$ cat src/rtl/seg_pkg.sv
// Shared types and constants for the 7-segment link receiver.
// SEG_TABLE[v] is the 8-bit low byte of a link word for hex value v.
// Its bits [7:1] are segments a..g, active-low. Bit 0 is the decimal point,
// also active-low, and is shown here as 1, meaning off.
package seg_pkg;

  typedef logic [3:0]  u4;
  typedef logic [15:0] u16;

  localparam int unsigned WORD_BITS = 16;

  // Index 0 is the right-most element of the concatenation.
  localparam logic [15:0][7:0] SEG_TABLE = {
    8'h71, 8'h61, 8'h85, 8'h63, 8'hC1, 8'h11, 8'h09, 8'h01,
    8'h1F, 8'h41, 8'h49, 8'h99, 8'h0D, 8'h25, 8'h9F, 8'h03
  };

endpackage

$ cat src/rtl/seg_pat_decode.sv
// Combinational reverse lookup of a 7-bit active-low segment pattern.
//   pat_i    : segments a..g, taken from word bits [7:1]
//   hit_o    : pattern found in the table
//   nibble_o : hex value of the pattern; 0 when there is no hit
module seg_pat_decode
  import seg_pkg::*;
(
  input  logic [6:0] pat_i,
  output logic       hit_o,
  output u4          nibble_o
);

  always_comb begin
    hit_o    = 1'b0;
    nibble_o = '0;
    for (int v = 0; v < 16; v++) begin
      if (SEG_TABLE[v][7:1] == pat_i) begin
        hit_o    = 1'b1;
        nibble_o = u4'(v);
      end
    end
  end

endmodule

$ cat src/rtl/seg_rx.sv
// Receive-side decoder for the serial 7-segment display link.
// It rebuilds the 16-bit store-register word, decodes the one-hot digit
// select and the segment pattern, and tracks complete 8-digit frames.
//   clk_i, rst_i            : system clock; asynchronous active-high reset
//   sh_clk_i, ds_i, st_clk_i: raw link wires for shift clock, data and store clock
//   digits_o, dp_o          : live digit nibbles and decimal points
//   frame_o, frame_valid_o  : frame snapshot and its one-cycle strobe
//   latch_valid_o           : one-cycle strobe for each accepted word
//   pat_err_o, sel_err_o,
//   len_err_o               : one-cycle error strobes
//   frame_cnt_o             : count of completed frames; wraps
module seg_rx
  import seg_pkg::*;
#(
  parameter int unsigned SYNC    = 2,
  parameter int unsigned GUARD   = 2,
  parameter int unsigned TIMEOUT = 1000000
) (
  input  logic        clk_i,
  input  logic        rst_i,
  input  logic        sh_clk_i,
  input  logic        ds_i,
  input  logic        st_clk_i,
  output logic [31:0] digits_o,
  output logic [7:0]  dp_o,
  output logic [31:0] frame_o,
  output logic        frame_valid_o,
  output logic        latch_valid_o,
  output logic        pat_err_o,
  output logic        sel_err_o,
  output logic        len_err_o,
  output logic [15:0] frame_cnt_o
);

  localparam int unsigned IW = $clog2(TIMEOUT + 1);
  localparam logic [IW-1:0] IdleMax = IW'(TIMEOUT);

  logic [SYNC-1:0]  sh_sync_q, ds_sync_q, st_sync_q;
  logic             sh_d_q, st_d_q;
  logic [GUARD-1:0] guard_q;
  u16               sr_q, prev_q, word_q;
  logic [4:0]       bitcnt_q;
  logic             first_q, pend_q, len_bad_q;
  logic [IW-1:0]    idle_q;
  logic [7:0]       mask_q, dp_q;
  logic [31:0]      digits_q, frame_q;
  logic [15:0]      frame_cnt_q;
  logic             frame_valid_q, latch_valid_q, pat_err_q, sel_err_q, len_err_q;

  logic       sh_rise, st_rise, ds_s, guard_hit;
  u16         word_d;
  logic [4:0] shifts;
  logic       pat_hit;
  u4          pat_nib;
  logic [3:0] sel_cnt;
  logic [2:0] sel_idx;
  logic [31:0] digits_d;
  logic [7:0]  mask_d;

  assign sh_rise   = sh_sync_q[SYNC-1] & ~sh_d_q;
  assign st_rise   = st_sync_q[SYNC-1] & ~st_d_q;
  assign ds_s      = ds_sync_q[SYNC-1];
  assign guard_hit = |guard_q;

  // A shift in the same cycle has not landed yet, so sr_q is the finished word.
  // A shift that landed shortly before belongs to the next word, so prev_q is used.
  assign word_d = (guard_hit && !sh_rise) ? prev_q : sr_q;
  assign shifts = (guard_hit && !sh_rise) ? bitcnt_q - 5'd1 : bitcnt_q;

  seg_pat_decode u_pat_decode (
    .pat_i    (word_q[7:1]),
    .hit_o    (pat_hit),
    .nibble_o (pat_nib)
  );

  always_comb begin
    sel_cnt = '0;
    sel_idx = '0;
    for (int b = 0; b < 8; b++) begin
      if (word_q[8+b]) begin
        sel_cnt = sel_cnt + 4'd1;
        sel_idx = 3'(7 - b);
      end
    end
    digits_d = digits_q;
    digits_d[{sel_idx, 2'b00} +: 4] = pat_nib;
    mask_d = mask_q | (8'd1 << sel_idx);
  end

  always_ff @(posedge clk_i or posedge rst_i) begin
    if (rst_i) begin
      sh_sync_q     <= '0;
      ds_sync_q     <= '0;
      st_sync_q     <= '0;
      sh_d_q        <= 1'b0;
      st_d_q        <= 1'b0;
      guard_q       <= '0;
      sr_q          <= '0;
      prev_q        <= '0;
      word_q        <= '0;
      bitcnt_q      <= '0;
      first_q       <= 1'b1;
      pend_q        <= 1'b0;
      len_bad_q     <= 1'b0;
      idle_q        <= '0;
      mask_q        <= '0;
      dp_q          <= '0;
      digits_q      <= '0;
      frame_q       <= '0;
      frame_cnt_q   <= '0;
      frame_valid_q <= 1'b0;
      latch_valid_q <= 1'b0;
      pat_err_q     <= 1'b0;
      sel_err_q     <= 1'b0;
      len_err_q     <= 1'b0;
    end else begin
      sh_sync_q <= {sh_sync_q[SYNC-2:0], sh_clk_i};
      ds_sync_q <= {ds_sync_q[SYNC-2:0], ds_i};
      st_sync_q <= {st_sync_q[SYNC-2:0], st_clk_i};
      sh_d_q    <= sh_sync_q[SYNC-1];
      st_d_q    <= st_sync_q[SYNC-1];
      guard_q   <= GUARD'({guard_q, sh_rise});

      frame_valid_q <= 1'b0;
      latch_valid_q <= 1'b0;
      pat_err_q     <= 1'b0;
      sel_err_q     <= 1'b0;
      len_err_q     <= 1'b0;

      if (sh_rise) begin
        prev_q <= sr_q;
        sr_q   <= {ds_s, sr_q[15:1]};
        if (bitcnt_q != 5'd31) bitcnt_q <= bitcnt_q + 5'd1;
      end

      pend_q <= st_rise;
      if (st_rise) begin
        word_q    <= word_d;
        len_bad_q <= !first_q && (shifts != 5'(WORD_BITS));
        first_q   <= 1'b0;
        // A coinciding shift is the first bit of the next word.
        bitcnt_q  <= (sh_rise || guard_hit) ? 5'd1 : 5'd0;
        idle_q    <= '0;
      end else if (idle_q != IdleMax) begin
        idle_q <= idle_q + IW'(1);
      end

      if (idle_q == IdleMax) mask_q <= '0;

      if (pend_q) begin
        len_err_q <= len_bad_q;
        pat_err_q <= !pat_hit;
        sel_err_q <= (sel_cnt != 4'd1);
        if (pat_hit && sel_cnt == 4'd1) begin
          latch_valid_q      <= 1'b1;
          digits_q           <= digits_d;
          dp_q[sel_idx]      <= ~word_q[0];
          mask_q             <= mask_d;
          if (sel_idx == 3'd7) begin
            mask_q <= '0;
            if (mask_d == 8'hFF) begin
              frame_q       <= digits_d;
              frame_valid_q <= 1'b1;
              frame_cnt_q   <= frame_cnt_q + 16'd1;
            end
          end
        end
      end
    end
  end

  assign digits_o      = digits_q;
  assign dp_o          = dp_q;
  assign frame_o       = frame_q;
  assign frame_valid_o = frame_valid_q;
  assign latch_valid_o = latch_valid_q;
  assign pat_err_o     = pat_err_q;
  assign sel_err_o     = sel_err_q;
  assign len_err_o     = len_err_q;
  assign frame_cnt_o   = frame_cnt_q;

endmodule
$ cat config.mk
export PLATFORM = sky130hd
export DESIGN_NAME = seg_rx
export DESIGN_NICKNAME = d
export VERILOG_FILES = /design/src/rtl/seg_pkg.sv /design/src/rtl/seg_pat_decode.sv /design/src/rtl/seg_rx.sv
export SDC_FILE = /design/constraint.sdc
export NUM_CORES = 1
export LEC_CHECK = 0
export ABC_AREA = 1
export BUFFER_PORTS_ARGS = -buffer_cell sky130_fd_sc_hd__buf_2
export CORE_ASPECT_RATIO = 2
export CORE_MARGIN = 10
export CORE_UTILIZATION = 53
export CTS_CLUSTER_DIAMETER = 120
export DETAILED_ROUTE_END_ITERATION = 6
export PLACE_DENSITY = 0.76
export SLEW_MARGIN = 20
export SYNTH_ARGS = -nofsm -noshare
export SYNTH_HDL_FRONTEND = slang
export SYNTH_SLANG_ARGS = --single-unit
export TNS_END_PERCENT = 100
$ cat constraint.sdc
create_clock -name clk_i -period 5.32 [get_ports clk_i]
set_input_delay 0.532 -clock clk_i [delete_from_list [all_inputs] [get_ports clk_i]]
set_output_delay 0.532 -clock clk_i [all_outputs]
set_load 0.03 [all_outputs]
==> flow_metrics.tcl, run 1 <==
set metrics [dict create \
    synth_cell_types 41 \
    cts_max_level 4 \
    r2r_setup_slack_ns 0.44 \
    syn_nets 1190 \
    port_buffers 97 \
    use_met1_pct 21.0 \
    cts_buffer_depth 2 \
    path_buf_inv 7 \
    area_growth_syn_to_layout_pct 13.8 \
    period_share_pct 91.7 \
    hold_end "sh_sync_q[0]" \
    rr_endpoint "frame_o[15]" \
    worst_clock_skew_ns 0.0105 \
    track_usage_pct 19.5 \
    reg2reg_from "word_q[8]" \
    grt_max_degree 82 \
    pin_count 98 \
    die_h_um 203 \
    r2r_cells 29 \
    drive_gt1_share_pct 13.0 \
    grt.met3_usage_pct 4.00 \
    synth_cells 1165 \
    clk_pin_slew_ns 0.07 \
    cts.sinks 172 \
    timing.final.crit_period_ns 4.88 \
    status "finished, final reports clean" \
    setup_tns_ns 0 \
    cts_resized 0 \
    ir_worst_vdd_uv 202 \
    postCtsSetupRepairBufs 0 \
    netlist_area_mm2 0.00892 \
    whs_path_depth 1 \
    cp_slowest_cell "dfrtp_1" \
    ant_nets 0 \
    seq_area_frac_synth_pct 48.3 \
    gp_congestion 0.927 \
    grt_pass1_wl_um 37200 \
    synth.avg_cell_area_um2 7.66 \
    wl_um 22100 \
    dieArea_mm2 0.0227 \
    max_cap_violations 0 \
    worstHoldStart "sh_clk_i" \
    power_density_mw_per_mm2 390 \
    hold_buffers 0 \
    antenna_found_initial 0 \
    final_core_util_pct 60.8 \
    critPathMaxStageDelay_ns 0.37 \
    grt_pass1_vias 7710 \
    diodes 0 \
    num_vias 7847 \
    place_hpwl_um 16300 \
    drtIter0Drc 400 \
    path_class "flop to flop" \
    rsz0062_at_grt "false" \
    rows 67 \
    die_x_um 112 \
    worstPathRequired_ns 5.69 \
    tightest_slew_ns 1.03 \
    endpoint_kind "flop" \
    hold_violations 0 \
    finalSetupViolations 0 \
    cp_max_fo 48 \
    fmaxAchievable_mhz 205 \
    start_util_pct 53.5 \
    insertion_delay_ns 0.44 \
    cts_tree "built" \
    vias_per_cell 5.31 \
    ys_warn_count 0 \
    core_mm2 0.0167 \
    gr-total-overflow 0 \
    root_buffer "clkbuf_16" \
    grt.busiest_layer "met2" \
    power.leakage_nw 5.48 \
    start_kind "flop" \
    routedWlPerCell_um 14.9 \
    nets 1284 \
    arrival_ns 5.25 \
    slew_headroom_pct 30.9 \
    hold_path_class "primary input to flop" \
    finalMaxSlewViolations 0 \
    dr.pass1.iters 5 \
    crit_top_cell "nand2_1" \
    cp_top_family "simple AND/OR/NAND/NOR gates" \
    ys_ff_latch 172 \
    route.detailed.drc 0 \
    use_met2_pct 35.5 \
    cts_buffers 17 \
]
==> synth_stat cells <==
master	number	area share, %
nand2_1	396	17
dfrtp_1	171	48
inv_1	137	5.8
nor2_1	87	3.7
o21ai_0	82	4.6
nand3_1	54	3.0
a21oi_1	38	2.1
nand4_1	32	2.2
nor3_1	24	1.3
ha_1	20	2.8
clkbuf_1	15	0.63
o21ai_1	14	0.79
a21boi_0	9	0.76
buf_2	9	0.51
nand2_2	8	0.56
nor4_1	7	0.49
xnor2_1	7	0.69
xor2_1	7	0.69
buf_6	5	0.63
nand3_2	4	0.45
o21a_1	4	0.34
o21bai_1	4	0.34
or2_2	4	0.28
clkinv_1	3	0.13
inv_2	3	0.13
o2111ai_1	3	0.29
a211oi_1	2	0.17
buf_4	2	0.17
nor2_4	2	0.25
a221oi_1	1	0.098
a31oi_1	1	0.070
a32oi_1	1	0.098
dfstp_2	1	0.29
nand3_4	1	0.20
nor2_2	1	0.070
nor2_8	1	0.22
nor3_2	1	0.11
o211ai_1	1	0.084
o22ai_1	1	0.070
o31ai_1	1	0.084
or4_1	1	0.084
==> state kept, by name (all words and copies together) (netlist names), 2 cells and up <==
| register | flops |
|---|---|
| frame_o | 32 |
| dp_o | 8 |
| sh_sync_q | 2 |
| sr_q | 16 |
| idle_q | 20 |
| bitcnt_q | 5 |
| word_q | 16 |
| digits_o | 32 |
| ds_sync_q | 2 |
| frame_cnt_o | 16 |
| st_sync_q | 2 |
| guard_q | 2 |
| mask_q | 8 |
==> cell usage in the layout (no fill, tap or decap), types with 8 or more instances in the layout <==
| master | netlist | layout |
|---|---|---|
| buf_2 | 9 | 97 |
| nand3_1 | 54 | 54 |
| nand2_1 | 396 | 396 |
| a21oi_1 | 38 | 38 |
| dfrtp_1 | 171 | 171 |
| ha_1 | 20 | 20 |
| o21ai_1 | 14 | 14 |
| o21ai_0 | 82 | 82 |
| nor3_1 | 24 | 24 |
| nor2_1 | 87 | 87 |
| inv_1 | 137 | 136 |
| a21boi_0 | 9 | 9 |
| buf_4 | 2 | 8 |
| nand4_1 | 32 | 32 |
| nand2_2 | 8 | 8 |
| clkbuf_16 | 0 | 17 |
==> worst max path at each step <==
stage | start | end | slack (ns) | cells past startpoint
6_report | word_q[8] | frame_o[15] | 0.44 | 29
5_1_grt | word_q[8] | frame_o[14] | 0.002 | 29
4_1_cts | word_q[8] | frame_o[15] | 0.44 | 29
3_5_place_dp | word_q[8] | frame_cnt_o[7] | 0.48 | 29
3_3_place_gp | word_q[8] | mask_q[5] | 0.64 | 29
2_1_floorplan | rst_i | bitcnt_q[0] | 0.13 | 1
==> where the power goes <==
part / internal [mW] / total (mW) / switching, mW
clock: 0.664 / 1.21 / 0.549
combinational: 0.333 / 1.16 / 0.831
sequential: 1.45 / 1.58 / 0.128
==> area by class of cell <==
cell class | instances | area (µm²)
fill | 1554 | 6530
inverter | 143 | 542
tap | 207 | 259
clock inverter | 14 | 134
timing repair buffer | 106 | 566
clock buffer | 18 | 439
multi-input combinational | 819 | 3900
sequential | 172 | 4310
==> worst register-to-register path: cells and delay by family (launching register included) <==
kind | cells | cell delay (ns)
DFF | 1 | 0.37
buffers and inverters | 7 | 0.61
adders and majority gates | 6 | 1.67
and+or+nand+nor | 16 | 2.16
==> stage by stage <==
| step | cells | hold WS, ns | worst slack, ns | power, mW | instance area (µm²) |
|---|---|---|---|---|---|
| after floorplan | 1165 | 0.331 | 0.130 | 2.45 | 8920 |
| final | 1479 | 0.194 | 0.441 | 3.96 | 10100 |
| after CTS | 1479 | 0.178 | 0.440 | 3.98 | 10100 |
| after global placement | 1447 | 0.335 | 0.640 | 2.73 | 9580 |
| after detailed placement | 1447 | 0.337 | 0.483 | 2.76 | 9580 |
| after global routing | 1479 | 0.185 | 0.00155 | 4.22 | 10100 |
==> layer usage <==
| metal | part of all wire, % | routed length, µm | vias to the layer above |
|---|---|---|---|
| met4 | 2.8 | 610 | 0 |
| li1 | - | - | 3921 |
| met3 | 4.4 | 982 | 43 |
| met5 | 0 | 0 | - |
| met2 | 54 | 11900 | 172 |
| met1 | 39 | 8600 | 3711 |
==> cell families (layout without fill, tap and decap cells) <==
logic type | after synthesis | count (layout) | synth area share, %
adders and majority gates | 20 | 20 | 2.81
DFF | 172 | 172 | 48.3
buffers and inverters | 174 | 281 | 7.95
and+or+nand+nor | 623 | 623 | 29.7
AOI/OAI and AO/OA | 162 | 162 | 9.92
xor gates and xnor gates | 14 | 14 | 1.37
(Power assumes the default switching activity.)
==> inputs of run 2 (changes only) <==
ABC_AREA = unset   (was 1)
SYNTH_HIERARCHICAL = 1   (was unset)
==> flow_metrics.tcl, run 2 <==
set metrics [dict create \
    synth_commonest_cells "dfrtp_1, nand2_1, o21ai_0" \
    dr.pass1.iters 4 \
    port_buffers 97 \
    synth_cells 798 \
    ir_worst_vdd_uv 350 \
    final-instance-count-excl-fill 1130 \
    status "complete, but fails checks" \
    route.detailed.drc 0 \
    die_h_um 201 \
    hold_violations 0 \
    async_reset_ff_share_pct 100 \
    fin_area_mm2 0.0105 \
    diodes 0 \
    antenna_found_initial 0 \
    path_class "flop to flop" \
    fmaxAchievable_mhz 183 \
    place_hpwl_um 13500 \
    finalSetupViolations 37 \
    routedWlPerCell_um 18.0 \
    ant_nets 0 \
    ys_ff_latch 171 \
    finalMaxSlewViolations 0 \
    drive_gt1_share_pct 29.9 \
    area_growth_syn_to_layout_pct 21.0 \
    cts_buffer_depth 2 \
    root_buffer "clkbuf_16" \
    final_cell_mix "dfrtp_1, buf_2, nand2_1" \
    netlist_top_cells_area "dfrtp_1, mux2_2, mux2i_1" \
    start_util_pct 53.6 \
    worstPathRequired_ns 5.63 \
    hold_path_class "primary input to flop" \
    synth.avg_cell_area_um2 10.8 \
    vias_per_cell 5.62 \
    power.leakage_nw 5.00 \
    final_common_cell "dfrtp_1" \
    rsz0062_at_grt "true" \
    syn_nets 823 \
    register_area_mm2 0.00428 \
    cts_max_level 4 \
    grt_pass1_vias 6388 \
    placed_cells 1076 \
    hold_buffers 0 \
    drtIter0Drc 251 \
    slew_headroom_pct 25.5 \
    arrival_ns 5.76 \
    die_x_um 110 \
    gp_congestion 0.859 \
    yosysMostFrequentCell "dfrtp_1" \
    cts_buffers 17 \
    core_mm2 0.0161 \
    nets 938 \
    ys.flop_type "dfrtp_1" \
    num_vias 6353 \
    pre_cts_slack_ns -0.246 \
    final_core_util_pct 64.9 \
    grt_pass1_wl_um 32600 \
    seq_area_frac_synth_pct 49.6 \
    power_density_mw_per_mm2 586 \
    max_cap_violations 0 \
    path_buf_inv 4 \
    cp_slowest_cell "or3_4" \
    timing.final.crit_period_ns 5.45 \
    synth_edf_count 0 \
    total_power_mw 6.13 \
    synth_cell_types 69 \
    critPathMaxStageDelay_ns 0.42 \
    dieArea_mm2 0.0221 \
    wl_um 20300 \
    worst_clock_skew_ns 0.0112 \
    rows 66 \
    cts_tree "built" \
    post_dp_cell_area_mm2 0.00942 \
    gr-total-overflow 0 \
    period_share_pct 102 \
    layout_setup_ws_ns -0.133 \
    violations "setup timing" \
    tightest_slew_ns 1.11 \
    grt_max_degree 120 \
    synth_top_area_cell "dfrtp_1" \
    cts.sinks 171 \
    cp_top_family "simple AND/OR/NAND/NOR gates" \
    netlist_area_mm2 0.00864 \
    fillCellCount 1251 \
    track_usage_pct 18.0 \
    cp_max_fo 5 \
    start_kind "flop" \
    ys_warn_count 6 \
    endpoint_kind "flop" \
    insertion_delay_ns 0.43 \
    synth.top_cell.area_share_pct 49.2 \
    pin_count 98 \
    multiInputGateArea_mm2 0.00435 \
    clk_pin_slew_ns 0.07 \
]
## run 2: cell count changes in the layout (fill, tap and decap cells not counted), sizes merged, moves of 33 or more
cell | previous run | this run
nand2 | 404 | 90
inv | 144 | 36
mux2i | 0 | 51
mux2 | 0 | 50
nor2 | 91 | 41
nand3 | 59 | 24
o21ai | 96 | 61
buf | 106 | 139
## run 2: path summary, 6_finish.rpt
path                                    from           end  slack (ns)  cells after the start
worst max-delay path               word_q[9]  digits_o[31]       -0.13                     28
worst min register to register  st_sync_q[0]  st_sync_q[1]        0.35                      0
worst max register to register     word_q[9]  digits_o[31]       -0.13                     28
min in group asynchronous              rst_i    idle_q[15]        0.27                      2
max in group asynchronous              rst_i  digits_o[19]        3.88                      3
worst min-delay path                    ds_i  ds_sync_q[0]        0.21                      1
## run 2: layout make-up
class	count	area share, %
Clock inverter	14	1.44
Timing Repair Buffer	139	8.25
Clock buffer	18	4.20
Inverter	29	1.11
Multi-Input combinational cell	555	41.6
Sequential cell	171	41.0
Tap cell	204	2.44
## run 2: timing repair
item                       CTS  global route
setup endpoints to repair   47            88
buffers inserted            16             5
pin swaps                   16            13
gates resized for setup     43            14
gates cloned                 0             1
## run 2: metrics by stage
| stage | TNS (ns) | hold WS, ns |
|---|---|---|
| CTS | -3.19 | 0.195 |
| finish | -3.25 | 0.206 |
| detailed placement | -7.48 | 0.337 |
| global route | -13.87 | 0.195 |
| floorplan | 0 | 0.331 |
| global placement | 0 | 0.335 |
## run 2: power breakdown
group	internal, mW	leakage (nW)	switching [mW]
Combinational	1.47	2.42	1.69
Sequential	1.49	2.30	0.244
Clock	0.642	0.291	0.586
Total	3.60	5.00	2.52
## run 2: logic make-up after synthesis
| logic type | count (synthesis) | share of synthesized area (%) |
|---|---|---|
| AO/OA/AOI/OAI | 124 | 9.84 |
| XOR/XNOR | 46 | 5.34 |
| adder cells (fa/ha/maj) | 20 | 2.90 |
| buffers and inverters | 73 | 3.66 |
| flip-flops | 171 | 49.6 |
| multiplexers | 101 | 12.4 |
| AND/OR/NAND/NOR | 263 | 16.3 |
## run 2: metal layers
metal	vias to the layer above	part of all wire (%)	GRT usage, %
met5	-	0	0
met1	3134	41	22.7
met3	28	6.9	4.63
met4	0	1.9	5.12
met2	145	51	29.6
li1	3046	-	-
